<file path="src/rtl/mm_dma.sv">
// mm_dma: host-side initiator for the 4x4 matrix-multiply accelerator.
// Kicks the accelerator over AXI-Lite, streams 32 operand words out of SRAM,
// captures 16 result words back into SRAM, then polls ap_done.
module mm_dma #(
  parameter int unsigned pADDR_WIDTH = 12,
  parameter int unsigned pDATA_WIDTH = 32,
  parameter int unsigned pMEM_AW     = 10,
  parameter int unsigned pIN_LEN     = 32,
  parameter int unsigned pOUT_LEN    = 16
) (
  input  logic                   axis_clk,
  input  logic                   axis_rst,
  input  logic                   start,
  input  logic [pMEM_AW-1:0]     src_base,
  input  logic [pMEM_AW-1:0]     dst_base,
  output logic                   busy,
  output logic                   done,
  output logic                   mem_ren,
  output logic [pMEM_AW-1:0]     mem_raddr,
  input  logic [pDATA_WIDTH-1:0] mem_rdata,
  output logic                   mem_wen,
  output logic [pMEM_AW-1:0]     mem_waddr,
  output logic [pDATA_WIDTH-1:0] mem_wdata,
  output logic                   awvalid,
  output logic [pADDR_WIDTH-1:0] awaddr,
  input  logic                   awready,
  output logic                   wvalid,
  output logic [pDATA_WIDTH-1:0] wdata,
  input  logic                   wready,
  output logic                   arvalid,
  output logic [pADDR_WIDTH-1:0] araddr,
  input  logic                   arready,
  input  logic                   rvalid,
  input  logic [pDATA_WIDTH-1:0] rdata,
  output logic                   rready,
  output logic                   ss_tvalid,
  output logic [pDATA_WIDTH-1:0] ss_tdata,
  output logic                   ss_tlast,
  input  logic                   ss_tready,
  input  logic                   sm_tvalid,
  input  logic [pDATA_WIDTH-1:0] sm_tdata,
  input  logic                   sm_tlast,
  output logic                   sm_tready
);

  localparam int unsigned idx_w = $clog2(pIN_LEN + 1);
  localparam int unsigned out_w = $clog2(pOUT_LEN + 1);
  localparam logic [idx_w-1:0] in_len  = idx_w'(pIN_LEN);
  localparam logic [idx_w-1:0] in_last = idx_w'(pIN_LEN - 1);
  localparam logic [out_w-1:0] out_len = out_w'(pOUT_LEN);
  // ap_ctrl register lives at offset 0; bit 0 is ap_start, bit 1 is ap_done
  localparam logic [pADDR_WIDTH-1:0] ap_ctrl_addr = '0;

  typedef enum logic [2:0] {StIdle, StCfg, StStream, StPollAr, StPollR, StDone} state_t;

  state_t state_q, state_d;

  logic [pMEM_AW-1:0]     src_q, dst_q;
  logic [idx_w-1:0]       rd_idx_q, send_idx_q;
  logic [out_w-1:0]       out_idx_q;
  logic                   aw_done_q, w_done_q;
  logic                   inflight_q;
  logic [pDATA_WIDTH-1:0] fifo_q [2];
  logic                   wr_ptr_q, rd_ptr_q;
  logic [1:0]             count_q;
  logic                   mem_wen_q;
  logic [pMEM_AW-1:0]     mem_waddr_q;
  logic [pDATA_WIDTH-1:0] mem_wdata_q;

  logic       aw_hs, w_hs, ss_pop, sm_fire;
  logic [2:0] credit_used;

  // sm_tlast is not needed: the result count alone ends the job
  logic unused_ok;
  assign unused_ok = ^{sm_tlast, rdata[pDATA_WIDTH-1:2], rdata[0]};

  assign aw_hs   = awvalid & awready;
  assign w_hs    = wvalid & wready;
  assign ss_pop  = ss_tvalid & ss_tready;
  assign sm_fire = sm_tvalid & sm_tready;

  assign ss_tvalid = (count_q != 2'd0);
  assign ss_tdata  = ss_tvalid ? fifo_q[rd_ptr_q] : '0;
  assign ss_tlast  = ss_tvalid && (send_idx_q == in_last);

  // Occupancy is counted net of a same-cycle pop so a steady stream issues one read per cycle
  assign credit_used = {1'b0, count_q} + {2'b00, inflight_q} - {2'b00, ss_pop};

  assign mem_wen   = mem_wen_q;
  assign mem_waddr = mem_waddr_q;
  assign mem_wdata = mem_wdata_q;

  // State register
  always_ff @(posedge axis_clk) begin
    if (axis_rst) state_q <= StIdle;
    else          state_q <= state_d;
  end

  // Next-state logic
  always_comb begin
    state_d = state_q;
    unique case (state_q)
      StIdle:   if (start) state_d = StCfg;
      StCfg:    if ((aw_done_q | aw_hs) && (w_done_q | w_hs)) state_d = StStream;
      StStream: if ((send_idx_q == in_len) && (out_idx_q == out_len)) state_d = StPollAr;
      StPollAr: if (arready) state_d = StPollR;
      StPollR:  if (rvalid) state_d = rdata[1] ? StDone : StPollAr;
      StDone:   state_d = StIdle;
      default:  state_d = StIdle;
    endcase
  end

  // Control outputs decoded from the current state
  always_comb begin
    busy      = (state_q != StIdle);
    done      = (state_q == StDone);
    awvalid   = (state_q == StCfg) && !aw_done_q;
    wvalid    = (state_q == StCfg) && !w_done_q;
    awaddr    = ap_ctrl_addr;
    wdata     = pDATA_WIDTH'(wvalid);
    arvalid   = (state_q == StPollAr);
    araddr    = ap_ctrl_addr;
    rready    = (state_q == StPollR);
    sm_tready = (state_q == StStream) && (out_idx_q < out_len);
    mem_ren   = (state_q == StStream) && (rd_idx_q < in_len) && (credit_used < 3'd2);
    mem_raddr = mem_ren ? (src_q + pMEM_AW'(rd_idx_q)) : '0;
  end

  // Job context, handshake flags, read pipeline, skid FIFO and result counters
  always_ff @(posedge axis_clk) begin
    if (axis_rst) begin
      src_q      <= '0;
      dst_q      <= '0;
      rd_idx_q   <= '0;
      send_idx_q <= '0;
      out_idx_q  <= '0;
      aw_done_q  <= 1'b0;
      w_done_q   <= 1'b0;
      inflight_q <= 1'b0;
      fifo_q[0]  <= '0;
      fifo_q[1]  <= '0;
      wr_ptr_q   <= 1'b0;
      rd_ptr_q   <= 1'b0;
      count_q    <= '0;
    end else if ((state_q == StIdle) && start) begin
      src_q      <= src_base;
      dst_q      <= dst_base;
      rd_idx_q   <= '0;
      send_idx_q <= '0;
      out_idx_q  <= '0;
      aw_done_q  <= 1'b0;
      w_done_q   <= 1'b0;
      inflight_q <= 1'b0;
      wr_ptr_q   <= 1'b0;
      rd_ptr_q   <= 1'b0;
      count_q    <= '0;
    end else begin
      if (aw_hs) aw_done_q <= 1'b1;
      if (w_hs)  w_done_q  <= 1'b1;
      if (mem_ren) rd_idx_q <= rd_idx_q + idx_w'(1);
      inflight_q <= mem_ren;
      // SRAM data is valid the cycle after the read was issued
      if (inflight_q) begin
        fifo_q[wr_ptr_q] <= mem_rdata;
        wr_ptr_q         <= ~wr_ptr_q;
      end
      if (ss_pop) begin
        rd_ptr_q   <= ~rd_ptr_q;
        send_idx_q <= send_idx_q + idx_w'(1);
      end
      count_q <= count_q + {1'b0, inflight_q} - {1'b0, ss_pop};
      if (sm_fire) out_idx_q <= out_idx_q + out_w'(1);
    end
  end

  // Registered SRAM write of each accepted result word
  always_ff @(posedge axis_clk) begin
    if (axis_rst) begin
      mem_wen_q   <= 1'b0;
      mem_waddr_q <= '0;
      mem_wdata_q <= '0;
    end else begin
      mem_wen_q   <= sm_fire;
      mem_waddr_q <= sm_fire ? (dst_q + pMEM_AW'(out_idx_q)) : '0;
      mem_wdata_q <= sm_fire ? sm_tdata : '0;
    end
  end

endmodule

</file>
<file path="config.mk">
export PLATFORM = sky130hd
export DESIGN_NAME = mm_dma
export DESIGN_NICKNAME = d
export VERILOG_FILES = /design/src/rtl/mm_dma.sv
export SDC_FILE = /design/constraint.sdc
export NUM_CORES = 1
export LEC_CHECK = 0
export ABC_AREA = 1
export BUFFER_PORTS_ARGS = -buffer_cell sky130_fd_sc_hd__buf_2
export CORE_MARGIN = 2
export CORE_UTILIZATION = 33
export DETAILED_ROUTE_END_ITERATION = 7
export PLACE_DENSITY = 0.54
export SETUP_SLACK_MARGIN = 0.15
export SYNTH_ARGS = -nofsm -noshare
export SYNTH_HDL_FRONTEND = slang
export SYNTH_SLANG_ARGS = --single-unit
</file>
<file path="constraint.sdc">
create_clock -name axis_clk -period 6.4 [get_ports axis_clk]
set_input_delay 0.32 -clock axis_clk [delete_from_list [all_inputs] [get_ports axis_clk]]
set_output_delay 0.32 -clock axis_clk [all_outputs]
set_load 0.02 [all_outputs]
</file>
After elaboration in Yosys (flattened, before gate mapping)
Memories as Yosys holds them, arrays and structs flattened. A register that Yosys moved wholly into a read port is not among the register bits.
Cells that the tools add are included.
{"block": "classes", "add_sub_neg": 9, "magnitude_cmp": 3, "eq_ne": 13, "muxes": 20, "bitwise": 9, "n_reduce_logical": 18}
{"operator": "$mux 32", "count": 2}
{"operator": "$reduce_or 32->1", "count": 1}
{"operator": "$mux 3", "count": 6}
{"operator": "$pmux 3 s5", "count": 1}
{"operator": "$add 6x1->6 const B", "count": 2}
{"operator": "$add 10x5->10", "count": 1}
{"operator": "$add 10x6->10", "count": 1}
{"operator": "$mux 1", "count": 10}
{"operator": "$mux 10", "count": 1}
{"operator": "$logic_and 1x1->1", "count": 9}
{"operator": "$ne 2x2->1 const B", "count": 4}
{"operator": "$eq 3x2->1 const B", "count": 2}
{"operator": "$eq 3x3->1 const B", "count": 2}
{"operator": "$eq 6x5->1 const B", "count": 1}
{"operator": "$eq 6x6->1 const B", "count": 1}
{"operator": "$lt 6x6->1 const B", "count": 1}
{"operator": "$add 5x1->5 const B", "count": 1}
{"operator": "$eq 5x5->1 const B", "count": 1}
{"operator": "$lt 5x5->1 const B", "count": 1}
{"operator": "$reduce_and 5->1", "count": 1}
{"operator": "$and 1x1->1", "count": 4}
{"operator": "$reduce_or 2->1", "count": 2}
{"operator": "$add 2x1->3", "count": 1}
{"operator": "$eq 3x1->1 const B", "count": 1}
{"operator": "11 further kinds", "count": 15}
{"block": "word_totals", "register_bits": 90, "ram_bits": 64, "input_bits": 126, "output_inout_bits": 151, "word_cells": 88, "n_memories": 1}
{"memory": "fifo_q", "words": 2, "word_bits": 32, "read_ports": 1, "rd_ports_with_merged_regs": 1, "write_ports": 2, "line": "63", "source": "logic [pDATA_WIDTH-1:0] fifo_q [2];"}

Depth between registers and ports, before layout
{"block": "logic_depth", "depth_word": 7, "ltp_mapped": 16, "depth_no_buf": 16}

Worst setup path before layout
OpenSTA, ideal clock, no wires.
{"block": "synth_path", "path_type": "flip-flop to output port", "from": "reg count_q[1]", "to": "out mem_raddr[4]", "t_arrival_ns": 2.797, "required_time_ns": 6.080, "slack_ns": 3.283, "stages_incl_launch_ff": 15, "n_path_buf": 1, "cell_sequence": "dfxtp_1 inv_1 nand2_1 nand2_1 inv_1 ha_1 inv_1 ha_1 inv_1 fa_1 nand4_1 nor2_1 buf_4 o21ai_0 a21oi_1"}
{"block": "synth_via", "elab_chain_cells": 6, "elab_cells_between_ends": 7, "classes_between": "2 x add/sub; 1 x order compare; 1 x mux; 1 x bitwise; 2 x reduce/logical"}
{"element": "start, declared", "line": "65", "source": "logic [1:0] count_q;"}
{"element": "start signal, assigned", "line": "171", "source": "count_q <= count_q + {1'b0, inflight_q} - {1'b0, ss_pop};"}
{"element": "$reduce_bool 2->1", "line": "82", "source": "assign ss_tvalid = (count_q != 2'd0);"}
{"element": "named net ss_tvalid", "line": "36", "source": "output logic ss_tvalid,"}
{"element": "$and 1x1->1", "line": "79", "source": "assign ss_pop = ss_tvalid & ss_tready;"}
{"element": "named net ss_pop", "line": "70", "source": "logic aw_hs, w_hs, ss_pop, sm_fire;"}
{"element": "$sub 3x1->3", "line": "87", "source": "assign credit_used = {1'b0, count_q} + {2'b00, inflight_q} - {2'b00, ss_pop};"}
{"element": "$lt 3x2->1", "line": "125", "source": "mem_ren = (state_q == StStream) && (rd_idx_q < in_len) && (credit_used < 3'd2);"}
{"element": "$logic_and 1x1->1", "line": "125"}
{"element": "named net mem_ren", "line": "18", "source": "output logic mem_ren,"}
{"element": "$mux 10", "line": "126", "source": "mem_raddr = mem_ren ? (src_q + pMEM_AW'(rd_idx_q)) : '0;"}
{"element": "end, declared", "line": "19", "source": "output logic [pMEM_AW-1:0] mem_raddr,"}
The timed path passes the listed nets, and every way through them passes these cells.

Worst setup path after layout
{"block": "layout_path", "from": "reg count_q[1]", "to": "out mem_raddr[3]"}
{"block": "layout_via", "elab_chain_cells": 6, "elab_cells_between_ends": 7, "classes_between": "2 x add/sub; 1 x order compare; 1 x mux; 1 x bitwise; 2 x reduce/logical"}
{"element": "$reduce_bool 2->1", "line": "82"}
{"element": "$and 1x1->1", "line": "79"}
{"element": "named net ss_pop", "line": "70"}
{"element": "$sub 3x1->3", "line": "87"}
{"element": "$lt 3x2->1", "line": "125"}
{"element": "$logic_and 1x1->1", "line": "125"}
{"element": "$mux 10", "line": "126"}
The timed path passes the listed nets, and every way through them passes these cells.

==> results.txt <==
----------------------------------------------------
[Routing]
  First-iteration detailed-routing DRC count ... 238
  Number of design rule violations left after detail routing ... 0
  Final ANT Viol Nets ... 0
  Via count normalized by instance count ... 4.35
  Initial DRT Pass Iterations ... 5
  Detail-routed net length per standard cell ... 12.5 µm
  Total vias in the final route ... 5820
  Total length of routed wires ... 16800 µm

[Clock network]
  Clock Tree Buf Depth ... 2
  Skew-Pair Late Insertion Delay ... 0.42 ns
  CTS sink count ... 155
  Setup bufs post-CTS ... 0
  Clock slew at reported path FFs ... 0.06 ns
  Cts repair resizes ... 0
  Inserted Clock Buffers ... 17
  TritonCTS clock tree ... yes
  Deepest level of the CTS H-tree ... 4
  Cell chosen for the clock root ... sky130_fd_sc_hd__clkbuf_16
  Hold-fix buffer count after cts ... 0

[GRT]
  Largest net degree at the start of global routing ... 36
  Number of antenna violations at the first check in global routing ... 1
  First-pass GRT wire length ... 26800 µm
  Residual overflow from global routing ... 0
  Global router's overall resource usage ... 0.143
  Via count of the first global-routing pass ... 5432

[Worst setup path]
  Arrival time worst endpoint ... 3.80 ns
  Sort of element at the end of the critical path ... output pin
  Data required, critical path ... 6.08 ns
  Register-to-Register Setup Slack ... 3.09 ns
  Setup Crit Path Kind ... flop to output pin
  Crit start category ... flop
  FF-to-FF Start ... count_q[1]
  Worst setup path startpoint ... count_q[1]
  Maximum fanout encountered on the critical timing path ... 13

[Synthesis]
  Number of standard cells after synthesis ... 864
  Simple-gate area share of the yosys netlist ... 0.212
  Number of synthesis warnings ... 0
  Main combinational cell family by area after synthesis ... simple AND/OR/NAND/NOR gates
  Fraction of the yosys area taken by sequential cells ... 0.509
  Per-instance average area after synthesis ... 8.50 µm²
  Biggest area contributors in the synthesized netlist ... sky130_fd_sc_hd__edfxtp_1, sky130_fd_sc_hd__dfxtp_1, sky130_fd_sc_hd__nand2_1, sky130_fd_sc_hd__nor2_1, sky130_fd_sc_hd__buf_4
  XOR/XNOR Fraction of Synth Area ... 0.00238
  Post-synthesis mux area share ... 0
  Synthesized cell area ... 7350 µm²
  Synth Register Bits ... 155
  Synth area leader ... sky130_fd_sc_hd__edfxtp_1
  Number of distinct standard cells referenced by the synthesized netlist ... 37
  Compound-cell area share of the yosys netlist ... 0.0873
  Post-synthesis share of cell area spent on full adders, half adders and majority gates ... 0.0388
  Area fraction of the dominant cell type after synthesis ... 0.262

[Timing]
  Actual slew at the worst max-slew pin ... 0.921 ns
  Final setup viols ... 0
  RSZ-0062 raised after global routing ... no
  Final Hold Vio Count ... 0
  Max-slew violation count ... 0
  Post-route fraction of the period consumed by the critical path ... 0.644
  Worst clock skew on the final layout ... 0.00804 ns
  Sum of negative setup slack ... 0 ns
  Final worst path period need ... 4.12 ns
  Tightest slew margin relative to the limit ... 0.384
  Highest clock frequency the design can meet ... 243 MHz

[Pwr]
  Switch Pwr ... 0.968 mW
  Part of the power in the clock network ... 0.355
  Net Sw Frac ... 0.338
  Cell internal pwr ... 1.90 mW
  Power per unit of standard cell area ... 324 nW/µm²
  Part of the power in registers ... 0.409
  Static leakage power ... 4.33 nW
  Combinational Power Share ... 0.236
  Power Total ... 2.87 mW
  Largest vdd supply drop ... 0.179 mV

[Place]
  Hpwl dp ... 11400 µm
  Number of buffers inserted by port buffering ... 189
  Cell Count Post-Placement ... 1306
  Post-place instance area ... 8260 µm²
  Weighted congestion reported at the end of routability-driven placement ... 0.800

[Run status]
  Outcome ... finished clean

[Die]
  Number of ports placed on the die boundary ... 277
  Rows ... 54
  Overall die area ... 23500 µm²
  Height of the chip ... 153 µm
  Initial Util ... 0.337
  Die X ... 153 µm
  Floorplan Core Area ... 21800 µm²

[Cells and area]
  Area of all placed cells without fillers ... 8850 µm²
  Ratio of cells with drive above 1 in the final layout ... 0.241
  Post-route non-filler standard cell count ... 1339
  Nets ... 1192
  P&R area growth vs syn ... 20.5%
  Fraction of the core area covered by cells at the end of the flow ... 0.406

[Run]
  MaxCap Viol Count ... 0

[Min path]
  Class of the most critical hold timing path ... input port to flop
  Worst hold path startpoint ... sm_tdata[10]

----------------------------------------------------
[through the flow]
step           hold slack [ns]  setup slack, ns
6_report                 0.106             2.28
3_3_place_gp             0.455             2.71
2_1_floorplan            0.432             3.28
5_1_grt                 0.0966             1.85
4_1_cts                 0.0824             2.17
3_5_place_dp             0.458             2.67
[power by group through the flow]
stage               clock network [mW]  registers (mW)  logic, mW
floorplan                            0            1.20      0.512
global placement                     0            1.19      0.681
detailed placement                   0            1.19      0.683
CTS                               1.05            1.17      0.687
global route                      1.08            1.18      0.763
finish                            1.02            1.17      0.676
[kinds of logic after synthesis]
family | after synthesis
AOI/OAI and AO/OA | 126
xor gates and xnor gates | 2
adders and majority gates | 21
buffers and inverters | 211
DFF | 155
other | 1
and+or+nand+nor | 348
[synth_stat cells, drive strengths merged]
| cell type | n |
|---|---|
| xnor2 | 2 |
| a21oi | 93 |
| nor3 | 6 |
| edfxtp | 64 |
| buf | 76 |
| or2 | 1 |
| o21ai | 28 |
| nand3b | 3 |
| o21a | 2 |
| inv | 125 |
| conb | 1 |
| ha | 18 |
| fa | 3 |
| o22ai | 1 |
| nand2 | 147 |
| nor2 | 147 |
| o211ai | 1 |
| clkbuf | 10 |
| o21bai | 1 |
| nand4 | 7 |
| nand3 | 37 |
| dfxtp | 91 |
[per-layer routing]
| metal | GRT usage | part of all wire | vias up |
|---|---|---|---|
| met4 | 0.0428 | 0.012 | 0 |
| li1 | - | - | 2991 |
| met5 | 0 | 0 | - |
| met1 | 0.181 | 0.45 | 2635 |
| met3 | 0.0383 | 0.060 | 14 |
| met2 | 0.239 | 0.48 | 180 |
[placed cells by master (no fill, tap or decap), types with 6 or more instances in the layout]
cell type,count
sky130_fd_sc_hd__nor2_4,12
sky130_fd_sc_hd__dfxtp_1,91
sky130_fd_sc_hd__edfxtp_1,64
sky130_fd_sc_hd__inv_1,119
sky130_fd_sc_hd__clkbuf_16,17
sky130_fd_sc_hd__nand3_1,36
sky130_fd_sc_hd__ha_1,18
sky130_fd_sc_hd__o21ai_0,22
sky130_fd_sc_hd__nor3_1,6
sky130_fd_sc_hd__nand4_1,7
sky130_fd_sc_hd__nand2_1,143
sky130_fd_sc_hd__conb_1,55
sky130_fd_sc_hd__o21ai_1,6
sky130_fd_sc_hd__buf_2,189
sky130_fd_sc_hd__nor2_1,131
sky130_fd_sc_hd__a21oi_1,93
[sequential cells by signal, summed over array words and instances, names as in the netlist, 2 cells and up, named ones only]
name and count:
rd_idx_q 6, state_q 3, send_idx_q 6, fifo_q 64, out_idx_q 5, mem_waddr 10, dst_q 10, src_q 10
mem_wdata 32, count_q 2
[final timing paths]
check | to | cells past startpoint
worst max-delay path | mem_raddr[3] | 15
worst min-delay path | mem_wdata[10] | 3
worst max register to register | rd_idx_q[1] | 14
worst min register to register | src_q[0] | 2
[critical path: stages, from the launching register on]
cell and delay (ns):
sky130_fd_sc_hd__dfxtp_1 0.38, sky130_fd_sc_hd__inv_1 0.07, sky130_fd_sc_hd__nand2_1 0.12, sky130_fd_sc_hd__nand2_1 0.16, sky130_fd_sc_hd__inv_1 0.17, sky130_fd_sc_hd__ha_1 0.25
sky130_fd_sc_hd__inv_1 0.06, sky130_fd_sc_hd__ha_1 0.13, sky130_fd_sc_hd__inv_1 0.05, sky130_fd_sc_hd__fa_1 0.50, sky130_fd_sc_hd__nand4_1 0.09, sky130_fd_sc_hd__nor2_1 0.70
sky130_fd_sc_hd__inv_2 0.24, sky130_fd_sc_hd__a21oi_1 0.18, sky130_fd_sc_hd__o21a_1 0.13, sky130_fd_sc_hd__buf_2 0.15
[layout make-up]
cell class | count | area (µm²)
Timing Repair Buffer | 194 | 983
Multi-Input combinational cell | 552 | 2710
Tap cell | 280 | 350
Clock buffer | 17 | 425
Fill cell | 2246 | 13000
Inverter | 125 | 477
Antenna cell | 1 | 2.50
Clock inverter | 15 | 164
Sequential cell | 155 | 3740
Power figures use the tool's default switching activity.
